--- src/rtl/sc_game_progress_tracker.sv ---
// ---------------------------------------------------------------------------
// sc_game_progress_tracker
//
// Game-progress datapath that sits in front of the game state machine.
// It keeps the lives counter, the level counter, the filled-house mask and a
// hold timer. It takes the FSM's active-low event strobes and returns the
// active-low comparator flags the FSM branches on. It also drives the
// lives, level and house buses to the display path.
//
// After each accepted gameplay event (lose life, next level, house), a
// two-state transition machine (IDLE/HOLD) ignores further gameplay events
// for TRANS_CYCLES clocks. Because of this, a strobe held low produces one
// event per hold window. Restart (start) is accepted in any state and
// aborts a running hold.
//
// Ports
//   SC_STATEMACHINEGAME_CLOCK_50      in   system clock
//   SC_STATEMACHINEGAME_RESET_InHigh  in   async reset, active-high
//   start_InLow                       in   0 = restart game
//   loseLife_InLow                    in   0 = frog died
//   nextLevel_InLow                   in   0 = level completed
//   house_InLow                       in   0 = frog reached a house
//   houseIndex_InBUS                  in   house hit, valid with house_InLow
//   LifesCounterComparator_OutLow     out  0 when lives == 0
//   LevelCounterComparator_OutLow     out  0 when level == LEVEL_MAX
//   AllHouses_OutLow                  out  0 when every house is filled
//   TransitionBusy_OutHigh            out  1 while the hold timer runs
//   Lives_OutBUS                      out  current lives
//   Level_OutBUS                      out  current level
//   HouseMask_OutBUS                  out  bit i = house i filled
// ---------------------------------------------------------------------------
module sc_game_progress_tracker #(
  parameter int LIFE_W       = 3,
  parameter int LIVES_INIT   = 3,
  parameter int LEVEL_W      = 3,
  parameter int LEVEL_MAX    = 4,
  parameter int HOUSES       = 4,
  parameter int TRANS_CYCLES = 25000000,
  parameter int TRANS_W      = 25,
  localparam int HIDX_W      = (HOUSES > 1) ? $clog2(HOUSES) : 1
) (
  input  logic                SC_STATEMACHINEGAME_CLOCK_50,
  input  logic                SC_STATEMACHINEGAME_RESET_InHigh,
  input  logic                start_InLow,
  input  logic                loseLife_InLow,
  input  logic                nextLevel_InLow,
  input  logic                house_InLow,
  input  logic [HIDX_W-1:0]   houseIndex_InBUS,
  output logic                LifesCounterComparator_OutLow,
  output logic                LevelCounterComparator_OutLow,
  output logic                AllHouses_OutLow,
  output logic                TransitionBusy_OutHigh,
  output logic [LIFE_W-1:0]   Lives_OutBUS,
  output logic [LEVEL_W-1:0]  Level_OutBUS,
  output logic [HOUSES-1:0]   HouseMask_OutBUS
);

  typedef enum logic {
    ST_IDLE = 1'b0,
    ST_HOLD = 1'b1
  } state_e;

  localparam logic [LIFE_W-1:0]  LIVES_RST = LIFE_W'(LIVES_INIT);
  localparam logic [LEVEL_W-1:0] LEVEL_TOP = LEVEL_W'(LEVEL_MAX);
  localparam logic [TRANS_W-1:0] HOLD_LOAD = TRANS_W'(TRANS_CYCLES - 1);

  state_e              state_q, state_d;
  logic [TRANS_W-1:0]  timer_q, timer_d;
  logic [LIFE_W-1:0]   lives_q, lives_d;
  logic [LEVEL_W-1:0]  level_q, level_d;
  logic [HOUSES-1:0]   mask_q,  mask_d;

  logic                house_idx_ok;
  logic                start_hold;

  // If HOUSES is not a power of two, an index can be out of range. Such an
  // event is dropped entirely and does not start a hold.
  assign house_idx_ok = (32'(houseIndex_InBUS) < 32'(HOUSES));

  // NOTE: every signal assigned in this block gets a default first, so no
  // path leaves it unassigned and no latch is inferred.
  always_comb begin
    state_d    = state_q;
    timer_d    = timer_q;
    lives_d    = lives_q;
    level_d    = level_q;
    mask_d     = mask_q;
    start_hold = 1'b0;

    if (!start_InLow) begin
      // Restart has top priority in both states and cancels any hold.
      state_d = ST_IDLE;
      timer_d = '0;
      lives_d = LIVES_RST;
      level_d = '0;
      mask_d  = '0;
    end else begin
      case (state_q)
        ST_IDLE: begin
          // Fixed priority: only the highest-priority strobe is used.
          if (!loseLife_InLow) begin
            if (lives_q != '0) lives_d = lives_q - LIFE_W'(1);
            start_hold = 1'b1;
          end else if (!nextLevel_InLow) begin
            if (level_q != LEVEL_TOP) level_d = level_q + LEVEL_W'(1);
            mask_d     = '0;
            start_hold = 1'b1;
          end else if (!house_InLow && house_idx_ok) begin
            // A house that is already filled still opens a hold window.
            mask_d     = mask_q | (HOUSES'(1) << houseIndex_InBUS);
            start_hold = 1'b1;
          end
          if (start_hold) begin
            state_d = ST_HOLD;
            timer_d = HOLD_LOAD;
          end
        end
        ST_HOLD: begin
          // Gameplay strobes are ignored here. The window is TRANS_CYCLES
          // clocks long: loaded with N-1, it leaves on the edge that sees 0.
          if (timer_q == '0) state_d = ST_IDLE;
          else               timer_d = timer_q - TRANS_W'(1);
        end
        default: state_d = ST_IDLE;
      endcase
    end
  end

  // NOTE: state registers use non-blocking assignments. All flops then
  // update together from the values they held before the edge.
  always_ff @(posedge SC_STATEMACHINEGAME_CLOCK_50 or
              posedge SC_STATEMACHINEGAME_RESET_InHigh) begin
    if (SC_STATEMACHINEGAME_RESET_InHigh) begin
      state_q <= ST_IDLE;
      timer_q <= '0;
      lives_q <= LIVES_RST;
      level_q <= '0;
      mask_q  <= '0;
    end else begin
      state_q <= state_d;
      timer_q <= timer_d;
      lives_q <= lives_d;
      level_q <= level_d;
      mask_q  <= mask_d;
    end
  end

  assign LifesCounterComparator_OutLow = (lives_q != '0);
  assign LevelCounterComparator_OutLow = (level_q != LEVEL_TOP);
  assign AllHouses_OutLow              = ~(&mask_q);
  assign TransitionBusy_OutHigh        = (state_q == ST_HOLD);
  assign Lives_OutBUS                  = lives_q;
  assign Level_OutBUS                  = level_q;
  assign HouseMask_OutBUS              = mask_q;

endmodule

--- config.mk ---
export PLATFORM = sky130hd
export DESIGN_NAME = sc_game_progress_tracker
export DESIGN_NICKNAME = d
export VERILOG_FILES = /design/src/rtl/sc_game_progress_tracker.sv
export SDC_FILE = /design/constraint.sdc
export NUM_CORES = 1
export LEC_CHECK = 0
export ABC_AREA = 0
export CAP_MARGIN = 10
export CORE_UTILIZATION = 30
export DETAILED_ROUTE_END_ITERATION = 8
export GPL_ROUTABILITY_DRIVEN = 0
export PLACE_DENSITY = 0.48
export SLEW_MARGIN = 0
export SYNTH_ARGS = -nofsm -noshare
export SYNTH_HDL_FRONTEND = slang
export SYNTH_SLANG_ARGS = --single-unit
--- constraint.sdc ---
create_clock -name SC_STATEMACHINEGAME_CLOCK_50 -period 3.5 [get_ports SC_STATEMACHINEGAME_CLOCK_50]
set_clock_uncertainty 0.2 [all_clocks]
set_input_delay 0.35 -clock SC_STATEMACHINEGAME_CLOCK_50 [delete_from_list [all_inputs] [get_ports SC_STATEMACHINEGAME_CLOCK_50]]
set_output_delay 0.35 -clock SC_STATEMACHINEGAME_CLOCK_50 [all_outputs]
set_load 0.01 [all_outputs]
==> Word level (Yosys, flattened, before mapping) <==
Index checks and enable logic that the tools add are counted.
{ "word_totals": {"elab_cells": 56, "input_bits": 8, "latchBits": 0, "rom_bits": 0, "ram_bits": 0, "reg_bits": 36, "n_memories": 0} }
{ "op_classes": {"mul": 0, "n_lt_le_gt_ge": 0, "shifts": 1, "reduce_logical": 7, "bitwise": 3, "eq_ne": 10, "div_mod_pow": 0, "muxes": 27, "addsub": 3} }
{ "op_table": {"columns": ["op", "n"], "rows": [
  ["25-bit two-way mux", 3],
  ["25-bit one-hot mux with 2 select lines", 1],
  ["3-bit two-way mux", 9],
  ["25-bit zero test", 1],
  ["25-bit by 1-bit subtractor with 25-bit output, second input constant", 1],
  ["4-bit two-way mux", 5],
  ["3-bit != test, second input constant", 3],
  ["1-bit two-way mux", 8],
  ["4-bit AND reduction", 2],
  ["2-bit by 1-bit != test with 1-bit output, second input constant", 3],
  ["2-bit != test, second input constant", 3],
  ["3-bit AND reduction", 2],
  ["4-bit bitwise OR", 1],
  ["1-bit by 2-bit left shift with 4-bit output, first input constant", 1],
  ["3-bit by 1-bit adder with 3-bit output, second input constant", 1],
  ["3-bit by 2-bit != test with 1-bit output, second input constant", 1],
  ["3-bit nonzero test", 1],
  ["3-bit by 1-bit subtractor with 3-bit output, second input constant", 1],
  ["1-bit NOT", 2],
  ["1-bit one-hot mux with 2 select lines", 1],
  ["2-bit AND reduction", 1]
]} }

==> Logic depth before layout (Yosys ltp) <==
Gate-level depths: netlist of run 1.
{ "depth": {"depth_word": 8, "depth_mapped": 8, "depth_no_buf": 8} }

==> Worst setup path after synthesis of run 1 <==
No wires, ideal clock.
{ "synth_timing": {"path_type": "register to register", "startpoint": "register timer_q[0]", "endpoint": "register timer_q[20]", "path_stages_with_launch": 9, "n_path_buf": 0, "t_arrival_ns": 2.320, "synth_period_minus_slack_ns": 2.620, "slack_ns": 0.880, "setup_ns": 0.100, "required_time_ns": 3.200, "cell_sequence": "dfrtp_1 > inv_1 > ha_1 > nor3b_1 > nand3_1 > or3_1 > o41ai_1 > a21oi_1 > a311oi_1"} }
{ "synth_via": {"elab_chain_len": 4, "word_cells_on_any_way": 7, "classes_between": "add/sub: 1; eq/ne: 1; mux: 3; reduce/logical: 2"} }
{ "synth_rtl": {"columns": ["element", "line", "source"], "rows": [
  ["start: declaration", "68", "logic [TRANS_W-1:0] timer_q, timer_d;"],
  ["start signal: assignment", "141", "timer_q <= timer_d;"],
  ["25-bit by 1-bit subtractor with 25-bit output", "122", "else timer_d = timer_q - TRANS_W'(1);"],
  ["25-bit two-way mux", "121", "if (timer_q == '0) state_d = ST_IDLE;"],
  ["25-bit one-hot mux with 2 select lines", "98", "case (state_q)"],
  ["25-bit two-way mux", "90", "if (!start_InLow) begin"]
]} }
Several ways; a longest one is shown, not always the timed one. The select of a mux whose other input is x is not followed.
A chain may end at the register's enable or synchronous reset.

==> Worst setup path after layout of run 1 <==
Same ends and word-level chain as after synthesis.

==> reports/qor.csv, run 1 <==
stage,metric,value,unit
yosys,ys_warn_count,0,
worst_setup_path,cp_max_fo,5,
cells_and_area,synthToLayoutAreaGrowth,19.32,%
floorplanning,start_util,0.3169,
grt,grt_max_degree,37,
cells_and_area,fillCellCount,663,
worst_setup_path,start_kind,register,
placement,io_buffer_count,21,
routing,via_count,1778,
clock_tree,htree_levels,2,
run_status,outcome,finished with violations,
grt,grt_pass1_wl,8.673,mm
cells_and_area,multi_input_area,1060,um^2
grt,grt_pass1_vias,1750,
routing,avgViaCountPerCell,5.404,
clock_tree,clock_sinks,36,
routing,drt_pre_antenna_iters,8,
power,powerDensity,389.8,nW/um^2
power,power.total,952.0,uW
timing,fmax,354.7,MHz
floorplanning,fp-row-count,29,
worst_setup_path,path_cells,inv_1 > ha_1 > nor3b_1 > nand3_1 > or3_1 > o41ai_1 > a21oi_1 > a311oi_1,
yosys,synth_cells,226,
grt,track_usage,0.1529,
clock_tree,clock_path_buffers,2,
worst_setup_path,rr_worst_depth,8,
grt,antenna_found_initial,0,
yosys,syn_nets,240,
grt,overflow,0,
worst_setup_path,r2r_setup_slack,0.68,ns
power,vdd_drop_max,0.0001964,V
worst_setup_path,reg2reg_to,timer_q[20]$_DFFE_PP0P_,
yosys,async_flop_share,1.000,
worst_setup_path,arrival,2.81,ns
clock_tree,cts_tree,built,
timing,setup_viol,0,
yosys,synthesis.area,2047,um^2
floorplanning,ios,22,
clock_tree,clk_latency,0.29,ns
routing,wl_per_cell,15.06,um
clock_tree,cts_made_buffers,5,
floorplanning,core_area,6459,um^2
yosys,post_synth.cell_area_avg,9.057,um^2
timing,max_slew.worst_pin.slew,0.7208,ns
worst_setup_path,required,3.49,ns
clock_tree,cts_setup_buffers,0,
worst_setup_path,end_kind,register,
timing,period_needed,2.819,ns
yosys,yosysSeqAreaShare,0.4413,
timing,final_hold_viol_count,0,
cells_and_area,fin_nets,265,
timing,tns,0,ns
routing,ant_nets,0,
cells_and_area,drive_gt1_frac,0.09921,
cells_and_area,antennaDiodeCount,0,
clock_tree,path_clk_slew,0.07,ns
placement,preCtsSetupSlack,0.7354,ns
run_status,violations,DRC,
flow_run,maxCapViolations,0,
worst_setup_path,crit_path_max_incr_delay,0.46,ns
yosys,synth_edf_count,0,
timing,rsz0062_at_grt,false,
clock_tree,ctsResizeCount,0,
power,leakagePower,0.9943,nW
clock_tree,cts-root-buf,clkbuf_8,
routing,wl,4.955,mm
cells_and_area,layout_common_cells,"34 x dfrtp_1, 23 x nor2_1, 21 x o21ai_0, 21 x clkdlybuf4s50_1, 20 x a21oi_1",
timing,max-slew-margin-rel,0.5177,
worst_setup_path,critical_path_class,reg2reg,
routing,drt_iter0_drc,73,
hold_path,worstHoldPathType,in2async,
yosys,netlist-cell-type-count,44,
floorplanning,die_h,84.60,um
worst_setup_path,cpMaxStageDelayCell,nor3b_1,
clock_tree,post_cts_hold_buffer_count,0,
floorplanning,fp.dieW,84.60,um
timing,slew_viol_final,0,
timing,fin_ws,0.6810,ns
yosys,synthFlopType,dfrtp_1,
timing,finalCritPeriodShare,0.8054,
worst_setup_path,r2r-start,timer_q[0]$_DFFE_PP0P_,
placement,dp_hpwl,3.378,mm
cells_and_area,regArea,903.4,um^2
cells_and_area,layout_commonest_cell,dfrtp_1,
floorplanning,dieArea,7157,um^2
yosys,ys_ff_latch,36,
routing,drc,1,
## power by group
| group | internal, mW | switching [mW] | leakage, nW | total [mW] |
|---|---|---|---|---|
| combinational | 0.0694 | 0.0974 | 0.483 | 0.167 |
| sequential | 0.442 | 0.0308 | 0.466 | 0.473 |
| clock | 0.161 | 0.152 | 0.0455 | 0.312 |
## flip-flops by register name, indices dropped and copies added (netlist names)
register and count:
timer_q 25, TransitionBusy_OutHigh 1, Lives_OutBUS 3, Level_OutBUS 3, HouseMask_OutBUS 4
## logic make-up after synthesis
logic type               count (synthesis)  share of synthesized area
AO/OA/AOI/OAI                           69                     0.2078
XOR/XNOR                                 5                    0.02140
adder cells (fa/ha/maj)                  6                    0.03667
buffers and inverters                   20                    0.04095
flip-flops                              36                     0.4413
AND/OR/NAND/NOR                         90                     0.2518
## worst max-delay path: cells and delay by family (launching register included)
kind / cells / cell delay [ns]
DFF: 1 / 0.43
AOI/OAI and AO/OA: 3 / 0.69
adders and majority gates: 1 / 0.22
buffers and inverters: 1 / 0.12
and+or+nand+nor: 3 / 1.06
## worst max path at each step
stage,from,endpoint,slack (ns),cells after the start
floorplan,timer_q[0]$_DFFE_PP0P_,timer_q[20]$_DFFE_PP0P_,0.88,8
global placement,timer_q[0]$_DFFE_PP0P_,timer_q[20]$_DFFE_PP0P_,0.73,8
detailed placement,timer_q[0]$_DFFE_PP0P_,timer_q[20]$_DFFE_PP0P_,0.74,8
CTS,timer_q[0]$_DFFE_PP0P_,timer_q[20]$_DFFE_PP0P_,0.70,8
global route,timer_q[1]$_DFFE_PP0P_,timer_q[20]$_DFFE_PP0P_,0.48,8
finish,timer_q[0]$_DFFE_PP0P_,timer_q[20]$_DFFE_PP0P_,0.68,8
## cell type report
cell class,instances,share of cell area
Multi-Input combinational cell,170,0.4339
Sequential cell,36,0.3699
Timing Repair Buffer,26,0.1014
Tap cell,77,0.03945
Clock buffer,8,0.03689
Inverter,12,0.01844
## per-layer routing
layer	wire, um	GRT usage	up-vias
met1	2470	0.2047	867
met2	2286	0.2439	21
met3	124	0.02950	8
li1	-	-	882
met4	74	0.06009	0
met5	0	0	-
## cell usage after synthesis, types with 2 or more instances
cell type	count	area share
nor3_1	10	0.024
o41ai_1	3	0.013
a211oi_1	7	0.026
a31oi_1	4	0.012
xor2_1	2	0.0086
clkbuf_1	5	0.0092
or4_1	2	0.0073
nor4_1	4	0.012
nor4_4	2	0.021
nand2_1	16	0.029
nand4_1	2	0.0061
a311oi_1	7	0.030
or3_1	4	0.012
a21oi_1	20	0.049
nand2b_1	8	0.024
o31ai_1	3	0.011
nor3b_1	2	0.0073
dfstp_2	2	0.026
nand3_1	4	0.0098
xnor2_1	3	0.013
inv_1	11	0.020
o21ai_0	21	0.051
ha_1	6	0.037
or4_4	3	0.017
dfrtp_1	34	0.42
nor2_1	23	0.042
## per-stage QoR
step	utilization	hold WS, ns	cells	instance area (um^2)
3_5_place_dp	0.3642	0.2833	321	2352
4_1_cts	0.3781	0.2906	329	2442
3_3_place_gp	0.3642	0.2821	321	2352
5_1_grt	0.3781	0.3066	329	2442
6_report	0.3781	0.2664	329	2442
2_1_floorplan	-	0.2515	226	2047
(Power assumes the default switching activity.)
==> run 2, diff against run 1 <==
Clock period 3.5 ns to 2.8 ns, I/O delays scaled along.
==> run 2 against run 1 <==
Net effect:
- highest routed layer unchanged
- global-route usage barely moved
- clock-buffer cell count decreased by 3
- first-iteration DRC count shrank 29%
- critical endpoint is now timer_q[15]$_DFFE_PP0P_
- the run still ends with DRC left
- largest power group unchanged
- largest cell class unchanged
- wire length up 1.0%
- cell area rose by 4.1%
- critical path type unchanged
- setup slack got worse by 0.59 ns
==> reports/qor.csv, run 2 (same netlist as run 1, synthesis figures left out) <==
stage,metric,value,unit,change
placement,io_buffer_count,21,,unchanged
floorplanning,ios,22,,unchanged
worst_setup_path,crit_top_cell,or4_4,,
clock_tree,post_cts_hold_buffer_count,0,,unchanged
floorplanning,core_area,6459,um^2,unchanged
grt,grt_pass1_wl,8.749,mm,was 8.673 mm
timing,finalCritPeriodShare,0.9668,,was 0.8054
power,vdd_drop_max,0.0002619,V,was 0.0001964 V
clock_tree,clock_path_buffers,2,,unchanged
power,powerDensity,503.5,nW/um^2,was 389.8 nW/um^2
grt,grt_pass1_vias,1766,,was 1750
grt,antenna_found_initial,0,,unchanged
clock_tree,clock_sinks,36,,unchanged
placement,dp_hpwl,3.515,mm,was 3.378 mm
cells_and_area,largest_register,timer_q,,unchanged
timing,max_slew.worst_pin.slew,0.5166,ns,was 0.7208 ns
timing,timing.hold.ws,0.2075,ns,was 0.2664 ns
routing,top_layer,met4,,unchanged
timing,max-slew-margin-rel,0.6529,,was 0.5177
routing,drc,1,,unchanged
worst_setup_path,arrival,2.68,ns,was 2.81 ns
power,leakagePower,1.049,nW,was 0.9943 nW
cells_and_area,layout_commonest_cell,dfrtp_1,,unchanged
timing,rsz0062_at_grt,false,,unchanged
power,power.total,1.281,mW,was 952.0 uW
routing,wl_per_cell,14.81,um,was 15.06 um
placement,placed_cells,330,,was 321
floorplanning,fp-row-count,29,,unchanged
clock_tree,cts_made_buffers,5,,unchanged
grt,track_usage,0.1531,,was 0.1529
cells_and_area,fin_nets,274,,was 265
clock_tree,cts_setup_buffers,0,,unchanged
worst_setup_path,cpMaxStageDelayCell,or4_4,,was nor3b_1
cells_and_area,fillCellCount,664,,was 663
worst_setup_path,crit_path_max_incr_delay,0.61,ns,was 0.46 ns
clock_tree,cts-root-buf,clkbuf_8,,unchanged
clock_tree,cts_tree,built,,unchanged
routing,ant_nets,0,,unchanged
worst_setup_path,rr_worst_depth,6,,was 8
cells_and_area,drive_gt1_frac,0.1418,,was 0.09921
hold_path,worstHoldPathType,in2async,,unchanged
timing,setup_viol,0,,unchanged
timing,slew_viol_final,0,,unchanged
worst_setup_path,required,2.77,ns,was 3.49 ns
clock_tree,htree_levels,2,,unchanged
run_status,violations,DRC,,unchanged
grt,grt_max_degree,37,,unchanged
routing,met3_length,120,um,was 124 um
timing,fmax,369.4,MHz,was 354.7 MHz
run_status,outcome,finished with violations,,unchanged
worst_setup_path,start_kind,register,,unchanged
clock_tree,path_clk_slew,0.08,ns,was 0.07 ns
timing,final_hold_viol_count,0,,unchanged
floorplanning,die_h,84.60,um,unchanged
worst_setup_path,critical_path_class,reg2reg,,unchanged
cells_and_area,synthToLayoutAreaGrowth,24.27,%,was 19.32%
worst_setup_path,cp_max_fo,8,,was 5
grt,overflow,0,,unchanged
cells_and_area,layout_common_cells,"34 x dfrtp_1, 23 x nor2_1, 21 x o21ai_0, 21 x clkdlybuf4s50_1, 20 x a21oi_1",,unchanged
floorplanning,fp.dieW,84.60,um,unchanged
worst_setup_path,path_cells,or3_4 > or4_4 > or4_4 > a21oi_4 > o21ai_0 > o41ai_1,,was inv_1 > ha_1 > nor3b_1 > nand3_1 > or3_1 > o41ai_1 > a21oi_1 > a311oi_1
timing,period_needed,2.707,ns,was 2.819 ns
cells_and_area,largest_reg_flops,25,,unchanged
routing,drt_iter0_drc,52,,was 73
routing,drt_pre_antenna_iters,8,,unchanged
floorplanning,dieArea,7157,um^2,unchanged
routing,via_count,1748,,was 1778
cells_and_area,utilization,0.3938,,was 0.3781
worst_setup_path,end_kind,register,,unchanged
cells_and_area,final_cells,338,,was 329
routing,avgViaCountPerCell,5.172,,was 5.404
routing,dr_wl_met2,2.282,mm,was 2.286 mm
floorplanning,start_util,0.3169,,unchanged
routing,wl,5.005,mm,was 4.955 mm
timing,tns,0,ns,unchanged
routing,drt-met1-wl,2.573,mm,was 2.470 mm
cells_and_area,antennaDiodeCount,0,,unchanged
clock_tree,clk_latency,0.29,ns,about the same
flow_run,maxCapViolations,0,,unchanged
[run 2: power breakdown]
group / internal, mW / leakage [nW] / switching (mW) / total, mW
sequential: 0.552 / 0.466 / 0.0356 / 0.588
clock: 0.264 / 0.0541 / 0.202 / 0.466
combinational: 0.0988 / 0.529 / 0.128 / 0.227
total: 0.915 / 1.05 / 0.366 / 1.28
[run 2: what timing repair did]
action,4_1_cts,5_1_grt
gates resized for setup,0,2
hold endpoints to repair,0,0
endpoints found under the setup margin,0,6
[run 2: final timing paths]
path	start	to	slack (ns)
setup / recovery	timer_q[13]$_DFFE_PP0P_	timer_q[15]$_DFFE_PP0P_	0.09
hold / removal	SC_STATEMACHINEGAME_RESET_InHigh	timer_q[10]$_DFFE_PP0P_	0.21
setup reg to reg	timer_q[13]$_DFFE_PP0P_	timer_q[15]$_DFFE_PP0P_	0.09
hold reg to reg	timer_q[20]$_DFFE_PP0P_	timer_q[20]$_DFFE_PP0P_	0.30
max in group asynchronous	SC_STATEMACHINEGAME_RESET_InHigh	Lives_OutBUS[1]$_DFFE_PP1P_	1.84
min in group SC_STATEMACHINEGAME_CLOCK_50	timer_q[20]$_DFFE_PP0P_	timer_q[20]$_DFFE_PP0P_	0.30
[run 2: layer usage]
metal | vias up | GRT usage
li1 | 895 | -
met1 | 834 | 0.2148
met2 | 15 | 0.2424
met3 | 4 | 0.02852
met4 | 0 | 0.04160
met5 | - | 0
[run 2: area by class of cell]
class	instances	area (um^2)	area share
clock buffers	5	68.82	0.02705
clock inverters	3	42.54	0.01672
inverters	12	45.04	0.01771
multi-input cells	170	1072	0.4215
flip-flops and latches	36	903.4	0.3551
well taps	77	96.34	0.03788
repair buffers	35	315.3	0.1240
[run 2: through the flow]
step           instance area (um^2)  worst slack [ns]
2_1_floorplan                  2047            0.1804
3_5_place_dp                   2420           0.07850
6_report                       2544           0.09303
4_1_cts                        2531           0.04689
5_1_grt                        2544          0.005423
3_3_place_gp                   2420            0.1318
[run 2: critical path, delay by kind of cell (launching register included)]
kind	cells	cell delay [ns]
simple gates	3	1.52
flops	1	0.40
compound gates	3	0.47
